## src/rtl/tx_eq_coeff_ctrl.sv

```systemverilog
// TX FIR coefficient controller: validates pre/post-cursor requests against FS/LF and applies them on symbol boundaries.
// Define TX_EQ_PRESET_EN to add the preset_valid/preset_idx request path.
module tx_eq_coeff_ctrl #(
    parameter int         SYM_LEN       = 10,
    parameter int         SETTLE_CYCLES = 4,
    parameter logic [5:0] RST_C0        = 6'd63
) (
    input  logic       bit_clk,
    input  logic       reset,
    input  logic [5:0] FS,
    input  logic [5:0] LF,
    input  logic       req_valid,
    output logic       req_ready,
    input  logic [5:0] req_pre,
    input  logic [5:0] req_post,
`ifdef TX_EQ_PRESET_EN
    input  logic       preset_valid,
    input  logic [3:0] preset_idx,
`endif
    output logic       rsp_valid,
    output logic       rsp_accept,
    output logic       busy,
    output logic       sym_boundary,
    output logic [5:0] C0,
    output logic [5:0] C1_plus,
    output logic [5:0] C1_minus
);

    typedef enum logic [2:0] {
        S_INIT,
        S_IDLE,
        S_CHECK,
        S_WAIT_BND,
        S_SETTLE,
        S_RESP
    } state_t;

    state_t     state_reg;
    logic [7:0] sym_cnt_reg;
    logic [7:0] settle_cnt_reg;
    logic [5:0] pre_h_reg;
    logic [5:0] post_h_reg;
    logic [5:0] fs_h_reg;
    logic [5:0] lf_h_reg;
    logic       bad_idx_reg;

    logic       cap_take;
    logic [5:0] cap_pre;
    logic [5:0] cap_post;
    logic       cap_bad;
    logic [7:0] sum;
    logic [8:0] need;
    logic       reject;

    always_ff @(posedge bit_clk or negedge reset) begin
        if (!reset) begin
            sym_cnt_reg <= 8'd0;
        end else if (sym_cnt_reg == 8'(SYM_LEN - 1)) begin
            sym_cnt_reg <= 8'd0;
        end else begin
            sym_cnt_reg <= sym_cnt_reg + 8'd1;
        end
    end

    assign sym_boundary = (sym_cnt_reg == 8'(SYM_LEN - 1));

`ifdef TX_EQ_PRESET_EN
    logic [5:0] preset_pre;
    logic [5:0] preset_post;

    always_comb begin
        preset_pre  = 6'd0;
        preset_post = 6'd0;
        case (preset_idx)
            4'd0: preset_post = 6'd6;
            4'd1: preset_post = 6'd4;
            4'd2: preset_post = 6'd5;
            4'd3: preset_post = 6'd3;
            4'd5: preset_pre  = 6'd2;
            4'd6: preset_pre  = 6'd3;
            4'd7: begin preset_pre = 6'd2; preset_post = 6'd5; end
            4'd8: begin preset_pre = 6'd3; preset_post = 6'd4; end
            4'd9: preset_pre  = 6'd4;
            default: ;
        endcase
    end

    // Presets win over explicit requests when both arrive together.
    always_comb begin
        cap_take = preset_valid || req_valid;
        cap_pre  = preset_valid ? preset_pre  : req_pre;
        cap_post = preset_valid ? preset_post : req_post;
        cap_bad  = preset_valid && (preset_idx > 4'd9);
    end
`else
    always_comb begin
        cap_take = req_valid;
        cap_pre  = req_pre;
        cap_post = req_post;
        cap_bad  = 1'b0;
    end
`endif

    // Margin rule evaluated as FS < 2*S + LF in 9 bits so a large S cannot wrap into a pass.
    always_comb begin
        sum    = {2'b00, pre_h_reg} + {2'b00, post_h_reg};
        need   = {sum, 1'b0} + {3'b000, lf_h_reg};
        reject = bad_idx_reg
              || (fs_h_reg < 6'd24)
              || (pre_h_reg > (fs_h_reg >> 2))
              || (sum > {2'b00, fs_h_reg})
              || ({3'b000, fs_h_reg} < need);
    end

    always_ff @(posedge bit_clk or negedge reset) begin
        if (!reset) begin
            state_reg      <= S_INIT;
            req_ready      <= 1'b0;
            busy           <= 1'b1;
            rsp_valid      <= 1'b0;
            rsp_accept     <= 1'b0;
            C0             <= RST_C0;
            C1_plus        <= 6'd0;
            C1_minus       <= 6'd0;
            settle_cnt_reg <= 8'd0;
            pre_h_reg      <= 6'd0;
            post_h_reg     <= 6'd0;
            fs_h_reg       <= 6'd0;
            lf_h_reg       <= 6'd0;
            bad_idx_reg    <= 1'b0;
        end else begin
            rsp_valid <= 1'b0;
            case (state_reg)
                S_INIT: begin
                    if (sym_boundary) begin
                        C0        <= FS;
                        C1_plus   <= 6'd0;
                        C1_minus  <= 6'd0;
                        state_reg <= S_IDLE;
                        req_ready <= 1'b1;
                        busy      <= 1'b0;
                    end
                end
                S_IDLE: begin
                    if (cap_take) begin
                        pre_h_reg   <= cap_pre;
                        post_h_reg  <= cap_post;
                        bad_idx_reg <= cap_bad;
                        fs_h_reg    <= FS;
                        lf_h_reg    <= LF;
                        state_reg   <= S_CHECK;
                        req_ready   <= 1'b0;
                        busy        <= 1'b1;
                    end
                end
                S_CHECK: begin
                    if (reject) begin
                        state_reg  <= S_RESP;
                        rsp_valid  <= 1'b1;
                        rsp_accept <= 1'b0;
                    end else begin
                        state_reg <= S_WAIT_BND;
                    end
                end
                S_WAIT_BND: begin
                    if (sym_boundary) begin
                        C0             <= fs_h_reg - sum[5:0];
                        C1_minus       <= pre_h_reg;
                        C1_plus        <= post_h_reg;
                        settle_cnt_reg <= 8'd0;
                        state_reg      <= S_SETTLE;
                    end
                end
                S_SETTLE: begin
                    if (settle_cnt_reg == 8'(SETTLE_CYCLES - 1)) begin
                        state_reg  <= S_RESP;
                        rsp_valid  <= 1'b1;
                        rsp_accept <= 1'b1;
                    end else begin
                        settle_cnt_reg <= settle_cnt_reg + 8'd1;
                    end
                end
                S_RESP: begin
                    state_reg <= S_IDLE;
                    req_ready <= 1'b1;
                    busy      <= 1'b0;
                end
                default: state_reg <= S_INIT;
            endcase
        end
    end

endmodule

```

## config.mk

```make
export PLATFORM = sky130hd
export DESIGN_NAME = tx_eq_coeff_ctrl
export DESIGN_NICKNAME = d
export VERILOG_FILES = /design/src/rtl/tx_eq_coeff_ctrl.sv
export SDC_FILE = /design/constraint.sdc
export NUM_CORES = 1
export LEC_CHECK = 0
export CORE_ASPECT_RATIO = 0.75
export CORE_MARGIN = 2
export CORE_UTILIZATION = 41
export DETAILED_ROUTE_END_ITERATION = 8
export GPL_TIMING_DRIVEN = 0
export PLACE_DENSITY = 0.74
export RECOVER_POWER = 50
export SLEW_MARGIN = 25
export SYNTH_ARGS = -nofsm -noshare
export SYNTH_HDL_FRONTEND = slang
export SYNTH_SLANG_ARGS = --single-unit
export TNS_END_PERCENT = 50
```

## constraint.sdc

```tcl
create_clock -name bit_clk -period 3.42 [get_ports bit_clk]
set_input_delay 0.855 -clock bit_clk [delete_from_list [all_inputs] [get_ports bit_clk]]
set_output_delay 0.855 -clock bit_clk [all_outputs]
set_load 0.01 [all_outputs]
```

; ---- Yosys cells after proc, flatten, opt, wreduce, memory -nomap -nowiden
; Cells that the tools add are included.
; Widths: inputs -> output; s select.
[classes]
muxes = 30
reduce_logical = 14
eq_ne = 13
n_lt_le_gt_ge = 4
addsub = 5
[ops]
columns = operator, n
row1 = $pmux 6 s2, 3
row2 = $mux 6, 5
row3 = $mux 8, 3
row4 = $pmux 3 s6, 1
row5 = $add 8x1->8 const B, 2
row6 = $pmux 8 s2, 1
row7 = $mux 3, 5
row8 = $ne 2x2->1 const B, 6
row9 = $reduce_and 3->1, 4
row10 = $add 8x6->9, 1
row11 = $lt 6x9->1, 1
row12 = $eq 8x2->1 const B, 1
row13 = $eq 8x4->1 const B, 1
row14 = $mux 1, 8
row15 = $add 6x6->7, 1
row16 = $gt 7x6->1, 1
row17 = $eq 3x2->1 const B, 2
row18 = $eq 3x3->1 const B, 2
row19 = $gt 6x4->1, 1
row20 = $lt 6x5->1 const B, 1
row21 = $pmux 1 s3, 2
row22 = $reduce_bool 2->1, 3
row23 = $sub 6x6->6, 1
row24 = $pmux 1 s2, 2
row25 = other kinds (6), 8
[totals]
wordCells = 80
reg_bits = 65
output_inout_bits = 23
in_bits = 27

; ---- Logic depth before layout (Yosys ltp)
[logic_depth]
ltp_word = 6
mapped_depth = 15
depth_no_buf = 15

; ---- Worst setup path before layout
; OpenSTA, ideal clock, no wires.
[synth_timing]
path_type = reg2reg
from = register pre_h_reg[0]
to = register state_reg[1]
path_slack_ps = -300
setup_ps = 78
n_path_buf = 0
arrival_time_ps = 3642
path_stages_with_launch = 16
required_time_ps = 3342
synth_period_minus_slack_ps = 3720
cell_sequence = dfrtp_1 -> ha_1 -> fa_1 -> xor2_1 -> ha_1 -> a21oi_1 -> inv_1 -> a21oi_1 -> xor2_1 -> ha_1 -> nor2_8 -> a2111oi_2 -> o21ai_1 -> a221o_1 -> or4_1 -> a21oi_1
[synth_between]
elab_chain_len = 6
elab_cells_between_ends = 10
cone_classes = 2 x add/sub / 3 x order compare / 2 x mux / 3 x reduce/logical
[synth_rtl]
columns = element, line
row1 = from (decl), 41  ; logic [5:0] pre_h_reg;
row2 = from (signal assigned), 146  ; pre_h_reg <= cap_pre;
row3 = $add 6x6->7 / $gt 6x4->1 (equally long branches), "106, 110"
row4 = "$add 8x6->9, or another cell as far along", 107  ; need = {sum, 1'b0} + {3'b000, lf_h_reg};
row5 = $lt 6x9->1 / $logic_or 1x1->1 (equally long branches), "112, 111"
row6 = $logic_or 1x1->1 *, 112  ; || ({3'b000, fs_h_reg} < need);
row7 = $mux 3 *, 157  ; if (reject) begin
row8 = $pmux 3 s6 *, 133  ; case (state_reg)
row9 = to (signal assigned), 117  ; state_reg <= S_INIT;
row10 = to (signal assigned), 158  ; state_reg <= S_RESP;
row11 = to (signal assigned), 162  ; state_reg <= S_WAIT_BND;
row12 = to (decl), 38  ; state_t state_reg;
; Every way passes the cells marked *; elsewhere a longest branch is shown, timed or not.
; A chain may end at the register's enable or synchronous reset.

; ---- Worst setup path after layout
; Same ends and word-level chain as after synthesis.

==> impl_metrics.tcl <==
set metrics [dict create \
    nets 483 \
    instances_no_fill 531 \
    clk_latency_ns 0.33 \
    setup_tns_ns -0.8061 \
    min_period_over_period_pct 107.2 \
    synth.avg_cell_area_sq_um 10.57 \
    fillers 750 \
    antenna_found_initial 0 \
    worstSetupEndpointType "flip-flop" \
    worstPathCellList "ha_4 > fa_2 > a21o_1 > a21oi_4 > xnor2_2 > ha_1 > xor2_1 > ha_2 > nor2_8 > a2111oi_4 > o21ai_1 > a221o_1 > or4_4 > a21oi_2" \
    final.setup_skew_ns 0.003896 \
    dp_hpwl_mm 6.151 \
    finalSetupViolCount 4 \
    clk_path_buf_depth 2 \
    drt_iter0_markers 149 \
    yosys_warnings 0 \
    die-area_sq_mm 0.009779 \
    setup_slack_ns -0.2470 \
    rsz0062_at_grt "true" \
    async_reset_ff_share_pct 100.0 \
    cap_violations 0 \
    cp_slowest_stage_delay_ns 0.43 \
    violations "setup timing" \
    status "complete, but fails checks" \
    start_util_pct 42.89 \
    r2r-start "pre_h_reg[0]" \
    worstPathMaxFanout 3 \
    seqCellArea_sq_mm 0.001637 \
    hp-class "reg -> reg" \
    synth_cell_types 55 \
    layout-drive-gt1-share_pct 17.02 \
    grt_overflow 0 \
    syn_nets 414 \
    grt_pass1_vias 2914 \
    fin_crit_ns 3.667 \
    path_clk_slew_ns 0.06 \
    synth_edf_count 0 \
    synth_cells 349 \
    synth-main-ff-cell "dfrtp_1" \
    ant_nets 0 \
    place_inst 507 \
    fp-row-count 29 \
    vias 2845 \
    timing.hold.ws_ns 0.4631 \
    core_sq_mm 0.008600 \
    slew_violations 0 \
    drt-pass1-iter-count 4 \
    wire_per_inst_um 15.66 \
    hold_viol_final 0 \
    synth-seq-cells 65 \
    grt_usage_pct 18.25 \
    drc 0 \
    ios 50 \
    antenna_cells 0 \
    die_w_um 113.5 \
    stdcell_area_sq_mm 0.004836 \
    crit_family "adder cells" \
    placed_area_sq_mm 0.004364 \
    cp_slowest_cell "or4_4" \
    slew_headroom_pct 24.92 \
    numCtsBuffers 9 \
    fmax_mhz 272.7 \
    hold_start "C0[0]" \
    crit_start "pre_h_reg[0]" \
    routed_via_density 5.358 \
    cp.buffers_inverters 0 \
    clock-sinks 65 \
    area_growth_pct 31.11 \
    routabilityCongestion 0.8326 \
    clockRootBuffer "clkbuf_16" \
    port-buffer-count 49 \
    h-tree-depth 3 \
    synthesis.area_sq_mm 0.003689 \
    grt_pass1_wl_mm 13.75 \
    drt-total-wl_mm 8.315 \
    ys_seq_area_share_pct 44.34 \
    hold_buffers 0 \
    fp.dieH_um 86.14 \
    grt_max_degree 47 \
    cts_tree "yes" \
    setup.worst_path.class "reg -> reg" \
    cp-start-kind "flip-flop" \
    critPathArrivalTime_ns 3.93 \
    crit_required_ns 3.68 \
    worst_pin_slew_ns 1.126 \
    multi_input_area_sq_mm 0.002079 \
]
==> worst min-delay path, delay by kind of cell, from the launching register on <==
| kind | cells | cell delay, ns |
|---|---|---|
| DFF | 1 | 0.36 |
| AOI/OAI and AO/OA | 1 | 0.05 |
| and+or+nand+nor | 1 | 0.04 |
==> area by class of cell <==
class | instances | area share [%]
multi-input cells | 251 | 43.00
flip-flops and latches | 65 | 33.84
repair buffers | 58 | 11.44
clock buffers | 9 | 4.657
well taps | 108 | 2.794
inverters | 24 | 1.863
clock inverters | 7 | 1.630
plain buffers | 9 | 0.7762
==> cell usage after synthesis (all sizes together), types with 4 or more instances <==
library cell | instances | area, sq um
o21a | 4 | 30.03
inv | 24 | 90.09
nor2 | 21 | 95.09
nor2b | 8 | 50.05
and3 | 6 | 37.54
xor2 | 9 | 78.83
dfrtp | 58 | 1451
a21o | 6 | 45.04
nor3 | 5 | 25.02
a21oi | 17 | 85.08
a22o | 13 | 115.1
nand3 | 7 | 35.03
dfstp | 7 | 183.9
o21ai | 21 | 105.1
clkbuf | 8 | 30.03
ha | 35 | 437.9
mux2 | 18 | 202.7
nand2 | 25 | 93.84
xnor2 | 10 | 87.58
==> cells in the final DEF, fill, tap and decap left out, types with 3 or more instances in the layout <==
cell type	n
and3_1	6
mux2_2	14
a21o_1	6
clkbuf_16	9
xnor2_1	8
dfstp_2	7
o21ai_0	15
nand3_1	7
clkinvlp_4	3
a21oi_1	12
a22o_1	12
xor2_1	8
nor2b_1	8
dfrtp_1	57
o21ai_1	6
clkbuf_1	9
a21oi_2	4
o22ai_1	3
nor2_1	20
ha_1	31
clkdlybuf4s50_1	48
buf_4	8
nor3_1	5
nand2_1	25
o21a_1	3
nor3b_1	3
nand4_1	3
ha_4	3
mux2_1	4
inv_1	24
==> path summary, 6_finish.rpt <==
kind	slack (ns)	end	cells past startpoint
max reg2reg	-0.25	state_reg[1]	14
min reg2reg	0.46	C0[0]	2
max	-0.25	state_reg[1]	14
min in group asynchronous	0.68	sym_cnt_reg[6]	1
max in group asynchronous	0.99	pre_h_reg[1]	2
min	0.46	C0[0]	2
==> timing repair <==
item                       CTS  global route
pin swaps                    7             8
gates resized for setup      9            10
buffers inserted             4             4
setup endpoints to repair    4             4
==> routing by layer <==
| metal | vias to the layer above | GRT usage, % | routed length, um |
|---|---|---|---|
| met3 | 11 | 5.936 | 410 |
| met5 | - | 0 | 0 |
| met4 | 0 | 6.984 | 116 |
| li1 | 1381 | - | - |
| met2 | 64 | 28.63 | 3871 |
| met1 | 1389 | 23.67 | 3917 |
==> metrics by stage <==
step,util (%),setup WS [ns]
2_1_floorplan,-,-0.02598
3_3_place_gp,50.46,-0.6078
3_5_place_dp,50.75,-0.3955
4_1_cts,55.45,-0.2576
5_1_grt,56.23,-0.3272
6_report,56.23,-0.2470
==> logic make-up (layout without fill, tap and decap cells) <==
logic type | after synthesis | after routing | synth area share [%]
buffers and inverters | 33 | 107 | 3.460
and+or+nand+nor | 93 | 93 | 13.37
adders and majority gates | 38 | 38 | 13.50
xor gates and xnor gates | 19 | 19 | 4.512
AOI/OAI and AO/OA | 82 | 82 | 15.06
muxes | 19 | 19 | 5.767
DFF | 65 | 65 | 44.34
Power is left out: the tool's default activity adds up to more than one toggle a clock period on the data nets, which glitch-free logic cannot reach.
